<file path="config.mk">
export PLATFORM = sky130hd
export DESIGN_NAME = feature_matcher
export DESIGN_NICKNAME = d
export VERILOG_FILES = /design/src/rtl/feature_matcher.sv
export SDC_FILE = /design/constraint.sdc
export NUM_CORES = 2
export LEC_CHECK = 0
export ABC_AREA = 1
export CAP_MARGIN = 5
export CORE_MARGIN = 2
export CORE_UTILIZATION = 48
export DETAILED_ROUTE_END_ITERATION = 16
export PLACE_DENSITY = 0.79
export SLEW_MARGIN = 40
export SYNTH_ARGS = -nofsm -noshare
export SYNTH_HDL_FRONTEND = slang
export SYNTH_SLANG_ARGS = --single-unit
</file>
<file path="constraint.sdc">
create_clock -name clk -period 5.6 [get_ports clk]
set_clock_uncertainty 0.1 [all_clocks]
set_input_delay 0.84 -clock clk [delete_from_list [all_inputs] [get_ports clk]]
set_output_delay 0.84 -clock clk [all_outputs]
set_load 0.1 [all_outputs]
</file>
<file path="src/rtl/feature_matcher.sv">
// Descriptor matcher: latches a 6x6 candidate patch, reads one DB word and
// accumulates the SAD over LANES bytes per cycle, then reports sad <= threshold.
module feature_matcher #(
    parameter int unsigned LANES = 4,
    parameter int unsigned SADW  = 14
) (
    input  logic              clk,
    input  logic              rst_n,
    input  logic              patchValid,
    output logic              patchReady,
    input  logic [287:0]      patch,
    input  logic [SADW-1:0]   threshold,
    output logic              matReaden,
    input  logic [287:0]      dbValue,
    output logic              matchValid,
    input  logic              matchReady,
    output logic              isMatch,
    output logic [SADW-1:0]   sad
);

    localparam int unsigned NBYTES = 36;
    localparam int unsigned PW     = NBYTES * 8;
    localparam int unsigned GW     = LANES * 8;
    localparam int unsigned GROUPS = NBYTES / LANES;
    localparam int unsigned IDXW   = (GROUPS > 1) ? $clog2(GROUPS) : 1;
    localparam int unsigned LSW    = 8 + $clog2(LANES);

    typedef enum logic [1:0] {
        S_IDLE  = 2'd0,
        S_LOAD  = 2'd1,
        S_ACCUM = 2'd2,
        S_DONE  = 2'd3
    } state_t;

    state_t            r_state;
    logic [PW-1:0]     r_patch;
    logic [PW-1:0]     r_db;
    logic [SADW-1:0]   r_thr;
    logic [SADW-1:0]   r_acc;
    logic [IDXW-1:0]   r_idx;
    logic              r_patch_ready;
    logic              r_mat_readen;
    logic              r_match_valid;
    logic              r_is_match;
    logic [SADW-1:0]   r_sad;

    logic [LSW-1:0]    w_lane_sum;
    logic [SADW-1:0]   w_acc_next;

    function automatic logic [7:0] abs_diff(input logic [7:0] a, input logic [7:0] b);
        logic [8:0] d;
        d = (a >= b) ? (9'(a) - 9'(b)) : (9'(b) - 9'(a));
        return d[7:0];
    endfunction

    // Lane sum over the current group, which always sits in the top GW bits
    // because the working copies are shifted left after each group.
    always_comb begin
        w_lane_sum = '0;
        for (int l = 0; l < int'(LANES); l++) begin
            w_lane_sum = w_lane_sum + LSW'(abs_diff(r_patch[PW-1-8*l -: 8],
                                                    r_db[PW-1-8*l -: 8]));
        end
        w_acc_next = r_acc + SADW'(w_lane_sum);
    end

    always_ff @(posedge clk or negedge rst_n) begin
        if (!rst_n) begin
            r_state       <= S_IDLE;
            r_patch       <= '0;
            r_db          <= '0;
            r_thr         <= '0;
            r_acc         <= '0;
            r_idx         <= '0;
            r_patch_ready <= 1'b0;
            r_mat_readen  <= 1'b0;
            r_match_valid <= 1'b0;
            r_is_match    <= 1'b0;
            r_sad         <= '0;
        end else begin
            case (r_state)
                S_IDLE: begin
                    r_patch_ready <= 1'b1;
                    if (patchValid && r_patch_ready) begin
                        r_patch       <= patch;
                        r_thr         <= threshold;
                        r_patch_ready <= 1'b0;
                        r_mat_readen  <= 1'b1;
                        r_state       <= S_LOAD;
                    end
                end
                S_LOAD: begin
                    r_db         <= dbValue;
                    r_mat_readen <= 1'b0;
                    r_acc        <= '0;
                    r_idx        <= '0;
                    r_state      <= S_ACCUM;
                end
                S_ACCUM: begin
                    r_acc   <= w_acc_next;
                    r_patch <= r_patch << GW;
                    r_db    <= r_db << GW;
                    r_idx   <= r_idx + IDXW'(1);
                    if (r_idx == IDXW'(GROUPS - 1)) begin
                        r_sad         <= w_acc_next;
                        r_is_match    <= (w_acc_next <= r_thr);
                        r_match_valid <= 1'b1;
                        r_state       <= S_DONE;
                    end
                end
                S_DONE: begin
                    if (matchReady) begin
                        r_match_valid <= 1'b0;
                        r_patch_ready <= 1'b1;
                        r_state       <= S_IDLE;
                    end
                end
                default: r_state <= S_IDLE;
            endcase
        end
    end

    assign patchReady = r_patch_ready;
    assign matReaden  = r_mat_readen;
    assign matchValid = r_match_valid;
    assign isMatch    = r_is_match;
    assign sad        = r_sad;

endmodule

</file>
# ---- Word level (Yosys, flattened, before mapping)
# Cells that the tools add are included.
dict set report classes {
  add_sub_neg 13
  n_lt_le_gt_ge 5
  n_eq_ne 7
  muxes 21
  reduce_logical 14
}
# operator count
set op_table {}
lappend op_table {{288-bit case mux with 2 select lines} 2}
lappend op_table {{288-bit two-way mux} 1}
lappend op_table {{8-bit subtractor} 8}
lappend op_table {{8-bit >= comparator} 4}
lappend op_table {{8-bit two-way mux} 4}
lappend op_table {{14-bit case mux with 2 select lines} 1}
lappend op_table {{14-bit by 10-bit adder with 14-bit output} 1}
lappend op_table {{14-bit less-or-equal comparator} 1}
lappend op_table {{10-bit by 8-bit adder with 10-bit output} 1}
lappend op_table {{9-bit by 8-bit adder with 10-bit output} 1}
lappend op_table {{2-bit AND reduction} 5}
lappend op_table {{2-bit nonzero test} 5}
lappend op_table {{8-bit by 8-bit adder with 9-bit output} 1}
lappend op_table {{2-bit case mux with 4 select lines} 1}
lappend op_table {{4-bit case mux with 2 select lines} 1}
lappend op_table {{2-bit two-way mux} 3}
lappend op_table {{2-bit != test, second input constant} 3}
lappend op_table {{1-bit case mux with 2 select lines} 3}
lappend op_table {{3-bit AND reduction} 2}
lappend op_table {{1-bit two-way mux} 5}
lappend op_table {{4-bit by 1-bit adder with 4-bit output, second input constant} 1}
lappend op_table {{2-bit equality test, second input constant} 2}
lappend op_table {{4-bit equality test, second input constant} 1}
lappend op_table {{2-bit by 1-bit equality test with 1-bit output, second input constant} 1}
lappend op_table {{2 further kinds} 2}
dict set report word_totals {
  reg_bits 628
  in_bits 594
  word_cells 71
}

# ---- Logic depth before layout (Yosys ltp)
dict set report depth {
  ltp_word 7
  mapped_depth 33
}

# ---- Least setup slack after synthesis
# No wires, ideal clock.
dict set report synth_timing {
  path_type {register -> register}
  startpoint {register r_patch[272]}
  endpoint {register r_is_match, in the netlist isMatch}
  setup_ns 0.084
  t_arrival_ns 5.155
  required_ns 5.416
  path_slack_ns 0.261
  path_stages_with_launch 30
  n_path_buf 0
  synth_period_minus_slack_ns 5.339
  path_cell_list {dfrtp_1 -> inv_1 -> ha_1 -> inv_1 -> fa_1 -> nand3_1 -> nand2_1 -> o21ai_0 -> nand2_1 -> nand2_1 -> nand2_1 -> fa_1 -> inv_1 -> fa_1 -> inv_1 -> fa_1 -> ha_1 -> fa_1 -> nand3_1 -> nand2_1 -> nand3_1 -> nand3_1 -> and2_1 -> ha_1 -> nand4_1 -> inv_1 -> nand3_1 -> nor2_1 -> nor2_1 -> a21boi_0}
}
dict set report synth_between {
  elab_chain_len 7
  word_cells_on_any_way 9
}
# element line_no
set synth_rtl {}
lappend synth_rtl {{from (decl)} 36} ;# logic [PW-1:0] r_patch;
lappend synth_rtl {{from (signal assigned)} 85} ;# r_patch <= patch;
lappend synth_rtl {{from (signal assigned)} 101} ;# r_patch <= r_patch << GW;
lappend synth_rtl {{8-bit subtractor / 8-bit >= comparator (equally long branches)} 52} ;# d = (a >= b) ? (9'(a) - 9'(b)) : (9'(b) - 9'(a));
lappend synth_rtl {{8-bit two-way mux (*)} 52}
lappend synth_rtl {{8-bit by 8-bit adder with 9-bit output (*)} 61} ;# w_lane_sum = w_lane_sum + LSW'(abs_diff(r_patch[PW-1-8*l -: 8],
lappend synth_rtl {{9-bit by 8-bit adder with 10-bit output (*)} 61}
lappend synth_rtl {{10-bit by 8-bit adder with 10-bit output (*)} 61}
lappend synth_rtl {{14-bit by 10-bit adder with 14-bit output (*)} 64} ;# w_acc_next = r_acc + SADW'(w_lane_sum);
lappend synth_rtl {{via w_acc_next[13]} 48} ;# logic [SADW-1:0] w_acc_next;
lappend synth_rtl {{14-bit less-or-equal comparator (*)} 106} ;# r_is_match <= (w_acc_next <= r_thr);
lappend synth_rtl {{to (signal assigned)} 106}
lappend synth_rtl {{to (decl)} 44} ;# logic r_is_match;
# The timed path passes the listed nets; every way through them passes the cells marked *.
# A chain may end at the register's enable or synchronous reset.

# ---- Final worst setup path
dict set report layout_timing {
  startpoint {register r_patch[280]}
  endpoint {register r_is_match, in the netlist isMatch}
}
# Same word-level chain as after synthesis.

==> results.md <==
Logic synthesis:
- The synthesized design contains 0 enable-type register cells.
- Summed over all instances, the cell type with the most area after synthesis is sky130_fd_sc_hd__dfrtp_1.
- The average instance in the mapped netlist occupies 8.00 µm².
- The synthesized netlist contains 39 unique library cells.
- The share of synthesized area in the top cell type comes to 49.0%.
- Counting flops and latches in the post-synthesis netlist gives 628.
- Sorting the synthesized cells by area gives the leading types as sky130_fd_sc_hd__dfrtp_1 49%, sky130_fd_sc_hd__nand2_1 18%, sky130_fd_sc_hd__nand3_1 4.4%, sky130_fd_sc_hd__inv_1 4.3%, sky130_fd_sc_hd__o211ai_1 3.7%.
- Yosys printed 0 warnings.
- The top flip-flop cell by instance count after synthesis is sky130_fd_sc_hd__dfrtp_1.
- The total standard cell area after synthesis is 32,100 µm².
- The synthesized net count is 4,726.
- Of the synthesized area, sequential elements account for 49.0%.
- The number of instances in the synthesized netlist is around 4,000.
- The share of synthesized registers carrying an async set or reset is 100%.

Finish:
- After the last flow step, the layout net total stands at 5,245.
- Leaving out fill and tap cells, the most frequent cells in the layout are 1,475 x sky130_fd_sc_hd__nand2_1, 628 x sky130_fd_sc_hd__dfrtp_1, 592 x sky130_fd_sc_hd__clkdlybuf4s50_1.
- The fraction of layout instances using a drive strength above 1 is 6.27%.
- The cell area after layout is 41,600 µm².
- Leaving out fill and tap cells, the most frequent cell in the layout is sky130_fd_sc_hd__nand2_1.
- The area growth from synthesis to final layout is 29.7%.

Worst setup path:
- The critical path's largest stage delay is around 0.53 ns.
- The type of origin of the critical path is a flip-flop.
- In this run the worst path has a maximum fanout of 5.
- In this design, the critical path's most frequently occurring cell is sky130_fd_sc_hd__nand2_2.
- The critical path is of the reg -> reg type.
- The setup check on the worst reg-to-reg path leaves a slack of 0.24 ns.
- The category of the worst setup path capture point is a flip-flop.
- The launching point of the worst reg2reg path is r_patch[280].
- The required time reported for the critical path endpoint is approximately 6 ns.
- Counting cells, the worst reg-to-reg path comes to 34.
- The largest individual stage delay along the critical path comes from the cell sky130_fd_sc_hd__fa_1.
- The destination of the worst register-to-register timing path is isMatch.
- The arrival time reported for the critical path endpoint is 5.78 ns.

Run status:
- The run finished with clean final reports.

Floorplan:
- In this run the standard cell core region covers 66,000 µm².
- The site row count is 94.
- During I/O placement, the number of pins put on the boundary was 612.
- The floorplan die area is 68,900 µm².
- From bottom edge to top edge, the die measures around 260 µm.
- The die is 262 µm wide.
- The starting density of the core is approximately 50%.

Place:
- Summed over all nets, the half-perimeter wirelength after detailed placement is 77.6 mm.
- The count of port buffers added during placement is 611.
- The instance area at placement is 38,700 µm².
- Routability-driven placement finished with a final weighted congestion of 0.929.

Global route:
- For this run the aggregate overflow at the end of global routing stands at 0.
- The number of antenna violations at the first check in global routing is 53.
- The via count of the first global-routing pass came to approximately 28,000.
- The total track usage is 30.5%.
- The wire length of the first global-routing pass is 163 mm.
- Entering global routing, the biggest net connects 187 pins.

Timing:
- For the pin with the worst max-slew slack, the measured transition is 0.823 ns.
- The final-report max-slew violation count is 0.
- Setup repair after global routing could not meet its margin everywhere.
- The final number of hold-violating endpoints is 0.
- The number of endpoints failing setup at the final stage is 0.
- For this run, the top clock speed supported by timing is 187 MHz.
- Counting I/O delays and the setup requirement, the final critical path takes 5.36 ns.
- The worst pin sits at a relative slew slack of 45.1%.
- The portion of the clock cycle consumed by the worst path in the final layout is 95.7%.

Clocking:
- The CTS H-tree depth is 3.
- The tree is rooted in a sky130_fd_sc_hd__clkbuf_16.
- The worst-skew pair later-pin latency is 0.62 ns.
- The TritonCTS buffer count is 70.
- The maximum root-to-sink buffer count is 3.
- After clock tree synthesis, the clock-pin slew on the worst setup and hold paths is 0.06 ns.
- The TritonCTS clock tree is yes.
- The sink count of the clock tree is 628.

Detailed routing:
- The length of routed met3 wiring is 6.66 mm.
- Using the TritonRoute via totals, the vias-per-cell ratio works out to 5.33.
- The met1 wire length is 45.1 mm.
- The top layer reached by signal wires is met5.
- The final routed wirelength across all metal layers is 107 mm.
- The number of DRC violations after detailed-routing iteration 0 is approximately 2,900.
- Dividing the detail-routed wire length by the instance count gives 19.6 µm.
- For this run, the detailed router's first-pass iteration total came to 8.
- In this run the remaining antenna-violating nets after routing total 0.
- After detailed routing, the number of remaining DRC violations is 0.
- The total vias in the final route is between 20,000 and 30,000.
- In the detailed route, the total length drawn on met2 is 50.9 mm.

Flow run:
- The tool flagged a number of max-cap violations equal to 0.

Min path:
- The type of the worst min-delay path is in -> async.
==> metrics by stage <==
stage          utilization (%)  setup slack [ns]  instances  hold slack (ns)  setup TNS [ns]
2_1_floorplan                -             0.261       4006            0.349               0
3_3_place_gp              58.8            0.0771       5306            0.365               0
3_5_place_dp              58.7            0.0238       5307            0.362               0
4_1_cts                   62.1           0.00351       5428            0.113               0
5_1_grt                   63.0           -0.0671       5485            0.159         -0.0671
6_report                  63.0             0.243       5488            0.112               0
==> sequential cells by signal, indices dropped and copies added (netlist names) <==
register and cells:
isMatch 1, matReaden 1, matchValid 1, patchReady 1, r_acc 14, r_db 288
r_idx 4, r_patch 288, r_state 2, r_thr 14, sad 14
==> kinds of logic after synthesis <==
logic type      Yosys count  synth area share, %
xor+xnor                 38                 1.04
buf+inv                 602                 7.98
fa+ha+maj               126                 5.64
flops                   628                 49.0
mux                       1               0.0351
simple gates           2027                 25.1
compound gates          584                 11.2
==> per-layer routing <==
metal,track usage (%),vias to the layer above
met1,41.5,14003
li1,-,13976
met2,47.8,1019
met3,4.81,226
met5,0,-
met4,15.3,8
==> how the worst max path moves through the flow <==
| stage | from | to | slack [ns] | cells after the start |
|---|---|---|---|---|
| after detailed placement | r_patch[272] | isMatch | 0.02 | 29 |
| after floorplan | r_patch[272] | isMatch | 0.26 | 29 |
| after global placement | r_patch[272] | isMatch | 0.08 | 29 |
| final | r_patch[280] | isMatch | 0.24 | 34 |
| after global routing | r_patch[280] | isMatch | -0.07 | 34 |
| after CTS | r_patch[280] | isMatch | 0.004 | 34 |
==> worst max-delay path: cells and delay by family, from the launching register on <==
kind	cells	cell delay, ns
AO/OA/AOI/OAI	1	0.13
buffers and inverters	8	0.51
adder cells (fa/ha/maj)	7	2.65
AND/OR/NAND/NOR	18	1.46
flip-flops	1	0.39
==> Yosys cell counts (2+ instances only) <==
| library cell | instances |
|---|---|
| sky130_fd_sc_hd__a21boi_0 | 2 |
| sky130_fd_sc_hd__a21oi_1 | 41 |
| sky130_fd_sc_hd__a22o_1 | 4 |
| sky130_fd_sc_hd__a31oi_1 | 162 |
| sky130_fd_sc_hd__and2_1 | 7 |
| sky130_fd_sc_hd__buf_1 | 11 |
| sky130_fd_sc_hd__buf_2 | 104 |
| sky130_fd_sc_hd__buf_4 | 20 |
| sky130_fd_sc_hd__buf_6 | 12 |
| sky130_fd_sc_hd__clkbuf_1 | 83 |
| sky130_fd_sc_hd__clkbuf_2 | 4 |
| sky130_fd_sc_hd__dfrtp_1 | 628 |
| sky130_fd_sc_hd__fa_1 | 31 |
| sky130_fd_sc_hd__ha_1 | 95 |
| sky130_fd_sc_hd__inv_1 | 364 |
| sky130_fd_sc_hd__inv_2 | 4 |
| sky130_fd_sc_hd__nand2_1 | 1495 |
| sky130_fd_sc_hd__nand3_1 | 285 |
| sky130_fd_sc_hd__nand3b_1 | 3 |
| sky130_fd_sc_hd__nand4_1 | 12 |
| sky130_fd_sc_hd__nor2_1 | 217 |
| sky130_fd_sc_hd__nor3_1 | 2 |
| sky130_fd_sc_hd__o211ai_1 | 159 |
| sky130_fd_sc_hd__o21a_1 | 9 |
| sky130_fd_sc_hd__o21ai_0 | 194 |
| sky130_fd_sc_hd__o21ai_1 | 6 |
| sky130_fd_sc_hd__o21bai_1 | 2 |
| sky130_fd_sc_hd__or2_2 | 3 |
| sky130_fd_sc_hd__xnor2_1 | 6 |
| sky130_fd_sc_hd__xor2_1 | 32 |
==> what timing repair did <==
action / 4_1_cts / 5_1_grt
setup endpoints to repair: 1 / 1
setup buffers: 0 / 9
resized for setup: 2 / 92
pin swaps: 0 / 38
hold buffers: 0 / 0
==> area by class of cell <==
cell class | instances | area [µm²]
antenna | 50 | 125
clock buffer | 92 | 1960
clock inverter | 29 | 323
fill | 5677 | 24400
inverter | 368 | 1400
multi-input combinational | 2776 | 14200
sequential | 628 | 15700
tap | 864 | 1080
timing repair buffer | 681 | 6800
Power is left out: the tool's default activity adds up to more than one toggle a clock period on the data nets, which glitch-free logic cannot reach.
